### src/rtl/seg_pkg.sv
// Shared types and constants for the 7-segment serial-link receiver.
package seg_pkg;

  typedef enum logic [1:0] {
    IDLE    = 2'd0,
    CLEAR   = 2'd1,
    SHIFT   = 2'd2,
    WAIT_EN = 2'd3
  } rx_state_e;

  localparam int SEG_FRAME_BITS = 64;

endpackage

### src/rtl/sync_edge.sv
// Synchronizes one asynchronous serial-link wire into clk and produces registered
// rise/fall strobes plus a level that is time-aligned with those strobes.
module sync_edge #(
  parameter int   SYNC_STAGES = 2,
  parameter logic RST_VAL     = 1'b0
) (
  input  logic clk,
  input  logic rst,
  input  logic d_i,
  output logic level_o,
  output logic rise_o,
  output logic fall_o
);

  logic [SYNC_STAGES-1:0] sync_q;
  logic                   prev_q;
  logic                   rise_q;
  logic                   fall_q;

  always_ff @(posedge clk or posedge rst) begin
    if (rst) begin
      sync_q <= {SYNC_STAGES{RST_VAL}};
      prev_q <= RST_VAL;
      rise_q <= 1'b0;
      fall_q <= 1'b0;
    end else begin
      sync_q <= {sync_q[SYNC_STAGES-2:0], d_i};
      prev_q <= sync_q[SYNC_STAGES-1];
      rise_q <= sync_q[SYNC_STAGES-1] & ~prev_q;
      fall_q <= ~sync_q[SYNC_STAGES-1] & prev_q;
    end
  end

  // prev_q carries the same sample that produced the current strobe, so data
  // wires read through level_o line up with the s_clk rise strobe.
  assign level_o = prev_q;
  assign rise_o  = rise_q;
  assign fall_o  = fall_q;

endmodule

### src/rtl/seg7_s2p_rx.sv
// Oversampling serial-to-parallel receiver for the 4-wire 7-segment link:
// rebuilds DATA_BITS-wide frames and flags short or overrun frames.
module seg7_s2p_rx
  import seg_pkg::*;
#(
  parameter int DATA_BITS   = SEG_FRAME_BITS,
  parameter int DIR         = 0,
  parameter int SYNC_STAGES = 2
) (
  input  logic                 clk,
  input  logic                 rst,
  input  logic                 s_clk,
  input  logic                 s_clrn,
  input  logic                 sout,
  input  logic                 en,
  output logic [DATA_BITS-1:0] pdata,
  output logic                 pdata_valid,
  output logic                 frame_err,
  output logic                 busy
);

  localparam int             CW   = $clog2(DATA_BITS + 1);
  localparam logic [CW-1:0]  LAST = CW'(DATA_BITS - 1);

  logic sclk_rise, en_rise, clrn_lvl, sout_lvl;
  logic sclk_lvl_unused, sclk_fall_unused;
  logic en_lvl_unused, en_fall_unused;
  logic clrn_rise_unused, clrn_fall_unused;
  logic sout_rise_unused, sout_fall_unused;

  sync_edge #(.SYNC_STAGES(SYNC_STAGES), .RST_VAL(1'b0)) u_sync_sclk (
    .clk(clk), .rst(rst), .d_i(s_clk),
    .level_o(sclk_lvl_unused), .rise_o(sclk_rise), .fall_o(sclk_fall_unused)
  );

  sync_edge #(.SYNC_STAGES(SYNC_STAGES), .RST_VAL(1'b0)) u_sync_en (
    .clk(clk), .rst(rst), .d_i(en),
    .level_o(en_lvl_unused), .rise_o(en_rise), .fall_o(en_fall_unused)
  );

  // Resets high so leaving reset never looks like a frame start.
  sync_edge #(.SYNC_STAGES(SYNC_STAGES), .RST_VAL(1'b1)) u_sync_clrn (
    .clk(clk), .rst(rst), .d_i(s_clrn),
    .level_o(clrn_lvl), .rise_o(clrn_rise_unused), .fall_o(clrn_fall_unused)
  );

  sync_edge #(.SYNC_STAGES(SYNC_STAGES), .RST_VAL(1'b0)) u_sync_sout (
    .clk(clk), .rst(rst), .d_i(sout),
    .level_o(sout_lvl), .rise_o(sout_rise_unused), .fall_o(sout_fall_unused)
  );

  rx_state_e             state_q;
  logic [DATA_BITS-1:0]  shift_q, shift_d;
  logic [CW-1:0]         cnt_q;
  logic [DATA_BITS-1:0]  pdata_q;
  logic                  pdata_valid_q;
  logic                  frame_err_q;

  always_comb begin
    shift_d = shift_q;
    if (DIR == 0) shift_d = {shift_q[DATA_BITS-2:0], sout_lvl};
    else          shift_d = {sout_lvl, shift_q[DATA_BITS-1:1]};
  end

  always_ff @(posedge clk or posedge rst) begin
    if (rst) begin
      state_q       <= IDLE;
      shift_q       <= '0;
      cnt_q         <= '0;
      pdata_q       <= '0;
      pdata_valid_q <= 1'b0;
      frame_err_q   <= 1'b0;
    end else begin
      pdata_valid_q <= 1'b0;
      frame_err_q   <= 1'b0;
      if (!clrn_lvl) begin
        state_q <= CLEAR;
        shift_q <= '0;
        cnt_q   <= '0;
      end else begin
        case (state_q)
          IDLE:  ;
          CLEAR: state_q <= SHIFT;
          SHIFT: begin
            if (sclk_rise) begin
              shift_q <= shift_d;
              cnt_q   <= cnt_q + CW'(1);
            end
            // An en rise here is always short, even when it coincides with the last bit.
            if (en_rise) begin
              frame_err_q <= 1'b1;
              state_q     <= IDLE;
            end else if (sclk_rise && cnt_q == LAST) begin
              state_q <= WAIT_EN;
            end
          end
          WAIT_EN: begin
            if (en_rise) begin
              pdata_q       <= shift_q;
              pdata_valid_q <= 1'b1;
              state_q       <= IDLE;
            end else if (sclk_rise) begin
              frame_err_q <= 1'b1;
              state_q     <= IDLE;
            end
          end
          default: state_q <= IDLE;
        endcase
      end
    end
  end

  assign pdata       = pdata_q;
  assign pdata_valid = pdata_valid_q;
  assign frame_err   = frame_err_q;
  assign busy        = (state_q == SHIFT) || (state_q == WAIT_EN);

endmodule

### config.mk
export PLATFORM = sky130hd
export DESIGN_NAME = seg7_s2p_rx
export DESIGN_NICKNAME = d
export VERILOG_FILES = /design/src/rtl/seg_pkg.sv /design/src/rtl/sync_edge.sv /design/src/rtl/seg7_s2p_rx.sv
export SDC_FILE = /design/constraint.sdc
export NUM_CORES = 1
export LEC_CHECK = 0
export BUFFER_PORTS_ARGS = -buffer_cell sky130_fd_sc_hd__buf_2
export CAP_MARGIN = 20
export CORE_MARGIN = 1.5
export CORE_UTILIZATION = 60
export DETAILED_ROUTE_END_ITERATION = 10
export GPL_TIMING_DRIVEN = 0
export PLACE_DENSITY = 0.82
export SLEW_MARGIN = 10
export SYNTH_ARGS = -nofsm -noshare
export SYNTH_HDL_FRONTEND = slang
export SYNTH_SLANG_ARGS = --single-unit
### constraint.sdc
create_clock -name clk -period 9.76 [get_ports clk]
set_input_delay 2.928 -clock clk [delete_from_list [all_inputs] [get_ports clk]]
set_output_delay 2.928 -clock clk [all_outputs]
set_load 0.03 [all_outputs]
==> flow_summary.toml <==
[run_status]
status = "completed"

[placed_design]
place_area_sq_um = 6380
dpl.hpwl_microns = 6820
place_congestion = 0.715
place_inst = 688
port_buffers = 72
pre_cts_ws_ns = 5.68

[timing]
drv_slew = 0
hold_violations = 0
relSlewSlack = 0.614
finalSetupViolations = 0
rsz0062_at_grt = "no"
clock.fmax_mhz = 216
worst_slew_pin_slew_ns = 0.578
finalCritPeriodShare = 0.474
setup_tns_ns = 0
fin_crit_ns = 4.63
timing.final.ws_setup_ns = 5.13
fin_worst_skew_ns = 0.00860
hold_slack_ns = 0.347

[synth]
ys_ff_latch = 153
netlist_area_sq_um = 5820
synth_flop_cell = "dfrtp_1"
synth.most_common_cell = "dfrtp_1"
yosys_warnings = 0
synthTopCellsByArea = "dfrtp_1 64%, mux2_1 11%, nand2_1 8.7%, a21oi_1 5.8%, dfstp_2 1.4%"
synth_cell_types = 34
synth_edf_count = 0
syn_nets = 495
synth.top_cell.area_share = 0.645
synth_common_cells = "150 x dfrtp_1, 135 x nand2_1, 67 x a21oi_1, 59 x mux2_1, 10 x buf_2"
async_flop_share = 1.00
syn_inst = 486
seq_area_frac_synth = 0.658
syn_avg_cell_area_sq_um = 12.0
yosys.area.top_type = "dfrtp_1"

[worst_setup_path]
critPathMaxFanout = 6
critical_path.top_delay_family = "flip-flops"
worstPathCellList = "ha_1 > or2_2 > buf_2"
crit_type = "reg -> out"
cp_slowest_cell = "dfrtp_1"
arrival_ns = 1.70
critPathBufInv = 1
worstPathRequired_ns = 6.83
worst_setup_path_end_kind = "output port"
crit_path_start_kind = "register"
slowest_delay_ns = 0.41

[clock_network]
cts.path.max_buffers = 2
cts_buffers = 17
postCtsSetupBuffers = 0
clock_sinks = 153
cts-root-buf = "clkbuf_8"
tritoncts = "done"
cts_max_level = 4
cts_resized = 0
cts.hold.buffers_added = 0
clk_latency_ns = 0.52
clk_pin_slew_ns = 0.06

[drt]
wl_per_cell_microns = 14.7
antenna_left = 0
num_vias = 3847
route.detailed.drc = 0
avgViaCountPerCell = 5.35
dr.pass1.iters = 4
drt_iter0_drc = 171
routed_wl_microns = 10500

[floorplanning]
core_sq_um = 9330
die_y_microns = 102
core.rowCount = 35
die_area_sq_um = 10300
die_w_microns = 102
initial_utilization = 0.624
ios = 73

[global_routing]
grt-ovfl-total = 0
antenna_found_initial = 0
track_usage = 0.225
grt_pass1_wl_microns = 17900
grt_max_degree = 90
grt_pass1_vias = 3757

[pwr]
power_density_nw_per_um2 = 201
totalPowerFinal_mw = 1.40
vdd_drop_max_mv = 0.112
p_leak_nw = 3.53

[cells_and_area]
num_antenna_cells = 0
fillers = 626
syn_to_final_growth_pct = 19.6
stdcell_area_sq_um = 6960
fin_nets = 587
drive_above_1_share = 0.231
fin_cells = 719
final_util = 0.746
regArea_sq_um = 3830
multi_input_area_sq_um = 1830

[min_path]
hp-class = "reg -> reg"

[job]
cap_violations = 0
[state kept, by name (all words and copies together), names as in the netlist]
name                 flops
u_sync_en.level_o        1
u_sync_sclk.level_o      1
u_sync_en.sync_q         2
u_sync_en.rise_o         1
state_q                  2
frame_err                1
u_sync_clrn.level_o      1
u_sync_sclk.sync_q       2
u_sync_clrn.sync_q       2
u_sync_sclk.rise_o       1
shift_q                 64
u_sync_sout.level_o      1
pdata_valid              1
cnt_q                    7
pdata                   64
u_sync_sout.sync_q       2
[worst register-to-register path: stages, from the launching register on]
cell     delay (ns)
dfrtp_1        0.39
ha_1           0.27
nand3_1        0.25
inv_2          0.23
buf_4          0.23
mux2_1         0.35
[routing by layer]
| layer | track usage | share of wire | vias up |
|---|---|---|---|
| met5 | 0 | 0 | - |
| met4 | 0.0855 | 0.012 | 0 |
| met3 | 0.0600 | 0.041 | 14 |
| met2 | 0.354 | 0.50 | 101 |
| met1 | 0.305 | 0.45 | 1936 |
| li1 | - | - | 1796 |
[kinds of logic (layout without fill, tap and decap cells)]
family / Yosys count / in the layout / share of synthesized area
buffers and inverters: 32 / 136 / 0.0273
and+or+nand+nor: 157 / 157 / 0.111
xor gates and xnor gates: 5 / 5 / 0.00752
AOI/OAI and AO/OA: 71 / 71 / 0.0636
adders and majority gates: 3 / 3 / 0.00645
DFF: 153 / 153 / 0.658
muxes: 65 / 65 / 0.126
[where the power goes]
| group | total, mW | internal, mW | leakage [nW] | switching (mW) |
|---|---|---|---|---|
| combinational | 0.111 | 0.0370 | 1.15 | 0.0741 |
| clock | 0.637 | 0.395 | 0.277 | 0.242 |
| sequential | 0.650 | 0.644 | 2.10 | 0.00639 |
[area by class of cell]
type	instances	area share
Sequential cell	153	0.551
Multi-Input combinational cell	301	0.263
Clock buffer	20	0.0625
Timing Repair Buffer	73	0.0557
Tap cell	129	0.0232
Clock inverter	11	0.0214
Buffer	28	0.0207
Inverter	4	0.00288
[path summary, 6_finish.rpt]
check,end,cells past startpoint,start,slack [ns]
worst max-delay path,busy,3,state_q[1],5.13
worst min-delay path,u_sync_sclk.sync_q[1],0,u_sync_sclk.sync_q[0],0.35
worst max register to register,pdata[46],5,state_q[1],7.93
worst min register to register,u_sync_sclk.sync_q[1],0,u_sync_sclk.sync_q[0],0.35
max in group asynchronous,u_sync_clrn.sync_q[0],3,rst,6.43
min in group asynchronous,pdata[38],2,rst,2.49
[cell usage in the layout, fill, tap and decap left out, types with 2 or more instances in the layout]
master	n
xnor2_1	2
clkbuf_16	16
buf_2	82
nand2b_1	2
clkinv_2	2
inv_2	2
clkinv_4	3
mux2_2	5
xor2_1	3
buf_1	3
ha_1	3
mux2_1	59
clkbuf_1	10
dfstp_2	3
buf_4	7
clkbuf_8	2
bufinv_16	3
nor2_1	5
nor2b_1	3
a21oi_1	67
clkinvlp_4	3
dfrtp_1	150
and3_1	2
nand2_1	135
Power figures use the tool's default switching activity.
